===== src/rtl/queue_pkg.sv =====
// Shared definitions for the bank-queue sensor front end: occupancy sizing,
// FSM state encoding and count-direction constants.
package queue_pkg;

  localparam int OCC_W        = 4;
  localparam int CAPACITY_DEF = 15;

  typedef enum logic {
    IDLE  = 1'b0,
    OFFER = 1'b1
  } state_t;

  localparam logic DIR_UP   = 1'b1;
  localparam logic DIR_DOWN = 1'b0;

endpackage


===== src/rtl/sensor_debounce.sv =====
// One door sensor: 2-FF synchronizer, stability counter, and a one-cycle pulse
// on each accepted rising level.
module sensor_debounce #(
  parameter int DEBOUNCE = 4
) (
  input  logic clk,
  input  logic reset,
  input  logic raw,
  output logic rise
);

  localparam int CW = (DEBOUNCE > 2) ? $clog2(DEBOUNCE) : 1;

  logic          sync1;
  logic          sync2;
  logic          level;
  logic [CW-1:0] cnt;

  // NOTE: sequential state uses non-blocking assignments so every flop samples
  // pre-edge values; blocking here would collapse the synchronizer into one stage.
  always_ff @(posedge clk) begin
    if (reset) begin
      sync1 <= 1'b0;
      sync2 <= 1'b0;
      level <= 1'b0;
      cnt   <= '0;
      rise  <= 1'b0;
    end else begin
      sync1 <= raw;
      sync2 <= sync1;
      rise  <= 1'b0;
      // The level flips only after DEBOUNCE consecutive disagreeing samples.
      if (sync2 != level) begin
        if (cnt == CW'(DEBOUNCE - 1)) begin
          level <= sync2;
          cnt   <= '0;
          rise  <= sync2;
        end else begin
          cnt <= cnt + 1'b1;
        end
      end else begin
        cnt <= '0;
      end
    end
  end

endmodule


===== src/rtl/queue_sensor_ctrl.sv =====
// Door-sensor front end for the queue counter: debounce, pending events, full/empty
// gating. Define QUEUE_SENSOR_STATS_EN to enable the saturating drop_count statistic.
module queue_sensor_ctrl
  import queue_pkg::*;
#(
  parameter int DEBOUNCE = 4,
  parameter int CAPACITY = CAPACITY_DEF,
  parameter int PEND_MAX = 3
) (
  input  logic             clk,
  input  logic             reset,
  input  logic             sens_in,
  input  logic             sens_out,
  input  logic             evt_ready,
  output logic             evt_valid,
  output logic             evt_up,
  output logic [OCC_W-1:0] occupancy,
  output logic             reject,
  output logic [7:0]       drop_count
);

  localparam int PW = $clog2(PEND_MAX + 1);

  state_t          state, state_nx;
  logic            rise_in, rise_out;
  logic [PW-1:0]   pend_in, pend_out;
  logic            dir_q, prio_up;
  logic            sel_up, contend, take, gate_drop, retire;
  logic            inc_in, inc_out, ovf_in, ovf_out, dec_in, dec_out;

  sensor_debounce #(.DEBOUNCE(DEBOUNCE)) u_db_in (
    .clk(clk), .reset(reset), .raw(sens_in), .rise(rise_in)
  );

  sensor_debounce #(.DEBOUNCE(DEBOUNCE)) u_db_out (
    .clk(clk), .reset(reset), .raw(sens_out), .rise(rise_out)
  );

  function automatic logic [PW-1:0] pend_next(input logic [PW-1:0] p,
                                              input logic inc, input logic dec);
    case ({inc, dec})
      2'b10:   return p + 1'b1;
      2'b01:   return p - 1'b1;
      default: return p;
    endcase
  endfunction

  always_ff @(posedge clk) begin
    if (reset) state <= IDLE;
    else       state <= state_nx;
  end

  // NOTE: every signal gets a default before the case so no path leaves one
  // unassigned, which would otherwise infer a latch.
  always_comb begin
    state_nx  = state;
    sel_up    = DIR_DOWN;
    contend   = 1'b0;
    take      = 1'b0;
    gate_drop = 1'b0;
    retire    = 1'b0;
    case (state)
      IDLE: begin
        if (pend_in != '0 || pend_out != '0) begin
          take    = 1'b1;
          contend = (pend_in != '0) && (pend_out != '0);
          sel_up  = contend ? prio_up : (pend_in != '0);
          if ((sel_up && occupancy == OCC_W'(CAPACITY)) ||
              (!sel_up && occupancy == '0))
            gate_drop = 1'b1;
          else
            state_nx = OFFER;
        end
      end
      OFFER: begin
        if (evt_ready) begin
          retire   = 1'b1;
          state_nx = IDLE;
        end
      end
      default: state_nx = IDLE;
    endcase
  end

  assign ovf_in  = rise_in  && (pend_in  == PW'(PEND_MAX));
  assign ovf_out = rise_out && (pend_out == PW'(PEND_MAX));
  assign inc_in  = rise_in  && !ovf_in;
  assign inc_out = rise_out && !ovf_out;
  assign dec_in  = (gate_drop && sel_up)  || (retire && dir_q == DIR_UP);
  assign dec_out = (gate_drop && !sel_up) || (retire && dir_q == DIR_DOWN);

  always_ff @(posedge clk) begin
    if (reset) begin
      pend_in   <= '0;
      pend_out  <= '0;
      dir_q     <= DIR_DOWN;
      prio_up   <= DIR_UP;
      occupancy <= '0;
      reject    <= 1'b0;
    end else begin
      pend_in  <= pend_next(pend_in, inc_in, dec_in);
      pend_out <= pend_next(pend_out, inc_out, dec_out);
      reject   <= ovf_in || ovf_out || gate_drop;
      if (take && !gate_drop) dir_q <= sel_up;
      // Priority flips only when both directions actually competed.
      if (contend) prio_up <= !sel_up;
      if (retire) occupancy <= (dir_q == DIR_UP) ? occupancy + 1'b1 : occupancy - 1'b1;
    end
  end

  assign evt_valid = (state == OFFER);
  assign evt_up    = dir_q;

`ifdef QUEUE_SENSOR_STATS_EN
  logic [7:0] drops;
  logic [7:0] drop_q;

  assign drops = 8'(ovf_in) + 8'(ovf_out) + 8'(gate_drop);

  always_ff @(posedge clk) begin
    if (reset)
      drop_q <= '0;
    else if (drops != '0)
      drop_q <= (drop_q > 8'd255 - drops) ? 8'd255 : drop_q + drops;
  end

  assign drop_count = drop_q;
`else
  assign drop_count = '0;
`endif

endmodule


===== config.mk =====
export PLATFORM = sky130hd
export DESIGN_NAME = queue_sensor_ctrl
export DESIGN_NICKNAME = d
export VERILOG_FILES = /design/src/rtl/queue_pkg.sv /design/src/rtl/sensor_debounce.sv /design/src/rtl/queue_sensor_ctrl.sv
export SDC_FILE = /design/constraint.sdc
export NUM_CORES = 1
export LEC_CHECK = 0
export BUFFER_PORTS_ARGS = -buffer_cell sky130_fd_sc_hd__buf_2
export CORE_MARGIN = 2
export CORE_UTILIZATION = 59
export CTS_BUF_LIST = sky130_fd_sc_hd__clkbuf_2 sky130_fd_sc_hd__clkbuf_4 sky130_fd_sc_hd__clkbuf_8
export CTS_CLUSTER_SIZE = 16
export DETAILED_ROUTE_END_ITERATION = 8
export PLACE_DENSITY = 0.82
export SLEW_MARGIN = 20
export SYNTH_ARGS = -nofsm -noshare
export SYNTH_HDL_FRONTEND = slang
export SYNTH_SLANG_ARGS = --single-unit
export TNS_END_PERCENT = 10

===== constraint.sdc =====
create_clock -name clk -period 5.1 [get_ports clk]
set_input_delay 1.02 -clock clk [delete_from_list [all_inputs] [get_ports clk]]
set_output_delay 1.02 -clock clk [all_outputs]
set_load 0.05 [all_outputs]

==> reports/qor.yml <==
dp_slack_ns: 2.85
avgRoutedWirePerCell_um: 11.8
crit_buf_inv: 0
hold_class: "reg -> reg"
synthCells: 123
ant_nets: 0
dr_total_vias: 832
synth_commonest_cells: "24 x dfxtp_1, 16 x nor2_1, 8 x buf_4"
critPathTopFamily: "compound AO/OA/AOI/OAI gates"
period_share_pct: 43.4
clk_pin_slew_ns: 0.14
grt_usage_pct: 18.3
synth_edf_count: 0
routed_wl_um: 1870
critical_path_class: "reg -> reg"
cts_tree: "yes"
ios: 20
p_per_area_mw_per_mm2: 295
r2r_setup_slack_ns: 2.89
max_stage_delay_ns: 0.40
crit_path_top_delay_cell: "dfxtp_1"
ys_warn_count: 0
nNetsFinal: 147
cts_max_level: 1
synth.area.top_cells: "dfxtp_1 42%, ha_1 6.6%, buf_4 5.3%, nor2_1 5.3%, xnor2_1 4.6%"
synth_seq_cells: 24
setup_viol: 0
status: "complete, no violations"
antenna_found_initial: 0
ctsHoldBuffers: 0
period_needed_ns: 2.21
clock_latency_ns: 0.32
die_w_um: 48
cts_buffer_depth: 2
finalHoldViolations: 0
cts_resized: 0
drc: 0
ir_drop_mv: 0.231
netlist_area_mm2: 0.00114
layout_setup_ws_ns: 2.89
p_leak_nw: 0.506
area_delta_synth_final_pct: 6.90
grt_pass1_wl_um: 2880
report.final.slew_viol_count: 0
fillers: 143
cpMostUsedCell: "o21ai_0"
die_h_um: 48
core-area_mm2: 0.00178
crit_path_start_kind: "flop"
timing.fmax_mhz: 452
drt-pass1-iter-count: 4
drv_cap: 0
io_buffers: 11
path_max_fanout: 6
grt_start_max_net_pins: 25
grt_overflow: 0
grt_pass1_vias: 722
fin_worst_skew_ns: 0.00443
cp_data_required_time_ns: 5.35
final_util_pct: 68.5
clkSinkCount: 24
initial_core_util_pct: 64.1
cp-end-kind: "flop"
cts-root-buf: "clkbuf_4"
postSynthAreaPerCell_um2: 9.29
rsz0062_at_grt: "no"
async_flop_share_pct: 0
diodes: 0
numCtsBuffers: 3
drive_gt1_share_pct: 13.4
tns_ns: 0
dieArea_mm2: 0.00230
netlist.area_leader.share_pct: 42.1
synth_most_common_cell: "dfxtp_1"
vias_per_cell: 5.23
hpwl_um: 1410
worst_ep_arrival_time_ns: 2.47
synth_cell_type_count: 32
seq_area_frac_synth_pct: 42.1
fp-row-count: 15
yosysTopAreaCell: "dfxtp_1"
crit_chain: "o21ba_1, nor3_1, o21ai_0, o21ai_0, ha_1, or3_1, a21oi_1"
synthFlopType: "dfxtp_1"
cts_setup_buffers: 0
routabilityCongestion: 0.788
first_iter_violations: 20
## stage by stage
stage | instances | total power, mW | cell area (µm²) | hold slack (ns)
finish | 159 | 0.361 | 1220 | 0.430
global route | 159 | 0.370 | 1220 | 0.467
CTS | 159 | 0.362 | 1220 | 0.437
detailed placement | 155 | 0.226 | 1170 | 0.416
global placement | 155 | 0.225 | 1170 | 0.405
floorplan | 130 | 0.229 | 1170 | 0.397
## layout by cell type, fill, tap and decap left out
| cell | Yosys | layout |
|---|---|---|
| a21oi_1 | 6 | 6 |
| nor4_1 | 1 | 1 |
| nor2_1 | 16 | 16 |
| nand3_1 | 5 | 5 |
| a31oi_1 | 1 | 1 |
| nor2b_1 | 6 | 6 |
| mux2_2 | 1 | 1 |
| xnor2_1 | 6 | 6 |
| bufinv_16 | 0 | 1 |
| o31ai_1 | 1 | 1 |
| o21ba_1 | 1 | 1 |
| a21o_1 | 1 | 1 |
| nand2_1 | 6 | 6 |
| buf_2 | 0 | 11 |
| mux2i_1 | 3 | 3 |
| xor2_1 | 3 | 3 |
| o21ai_0 | 5 | 5 |
| fa_1 | 1 | 1 |
| nor4bb_1 | 2 | 2 |
| nor3_1 | 2 | 2 |
| or4_1 | 1 | 1 |
| nand2b_1 | 1 | 1 |
| o21ba_2 | 1 | 1 |
| clkbuf_4 | 0 | 3 |
| nand4_1 | 1 | 1 |
| dfxtp_1 | 24 | 24 |
| inv_1 | 3 | 3 |
| o21a_2 | 1 | 1 |
| or3_1 | 5 | 5 |
| ha_1 | 6 | 6 |
| conb_1 | 1 | 8 |
| nor3b_1 | 1 | 1 |
## per-layer routing
metal / share of wire (%) / vias up / track usage [%] / routed length, µm
li1: - / 422 / - / -
met1: 45 / 382 / 22.6 / 849
met2: 49 / 24 / 30.4 / 917
met3: 4.2 / 4 / 5.28 / 78
met4: 1.2 / 0 / 6.49 / 23
met5: 0 / - / 0 / 0
## where the power goes
| group | internal (mW) | switching [mW] |
|---|---|---|
| registers | 0.191 | 0.00249 |
| logic | 0.00692 | 0.0221 |
| clock network | 0.0794 | 0.0591 |
| total | 0.277 | 0.0837 |
## flip-flops by register name, summed over array words and instances (netlist names)
signal          cells
pend_in             2
occupancy           4
prio_up             1
u_db_out.sync2      1
u_db_out.level      1
u_db_in.cnt         2
reject              1
u_db_out.cnt        2
u_db_in.rise        1
u_db_in.sync1       1
u_db_out.sync1      1
u_db_in.level       1
evt_valid           1
u_db_in.sync2       1
u_db_out.rise       1
evt_up              1
pend_out            2
## cells by family after synthesis
logic type / after synthesis / share of synthesized area (%)
other cells: 1 / 0.328
buf+inv: 14 / 8.54
flops: 24 / 42.1
fa+ha+maj: 7 / 8.32
simple gates: 47 / 21.0
mux: 4 / 3.61
xor+xnor: 9 / 6.90
compound gates: 17 / 9.20
## path summary, 6_finish.rpt
| check | from | end | cells past startpoint |
|---|---|---|---|
| max | pend_out[0]$_SDFFE_PP0P_ | pend_out[1]$_SDFFE_PP0P_ | 7 |
| min | u_db_out.cnt[0]$_SDFF_PP0_ | u_db_out.cnt[0]$_SDFF_PP0_ | 1 |
| max reg2reg | pend_out[0]$_SDFFE_PP0P_ | pend_out[1]$_SDFFE_PP0P_ | 7 |
| min reg2reg | u_db_out.cnt[0]$_SDFF_PP0_ | u_db_out.cnt[0]$_SDFF_PP0_ | 1 |
## worst reg2reg max path, delay by kind of cell, from the launching register on
family,cells,cell delay [ns]
AND/OR/NAND/NOR,2,0.70
adder cells (fa/ha/maj),1,0.28
flip-flops,1,0.40
AO/OA/AOI/OAI,4,0.77
## final cells by class
cell class                      instances  area, µm²  area share (%)
Inverter                                3       11.3           0.922
Clock buffer                            3       22.5            1.84
Tap cell                               25       31.3            2.56
Multi-Input combinational cell         92        591            48.4
Clock inverter                          1       30.0            2.46
Sequential cell                        24        480            39.3
Timing Repair Buffer                   11       55.1            4.51
Power figures use the tool's default switching activity.
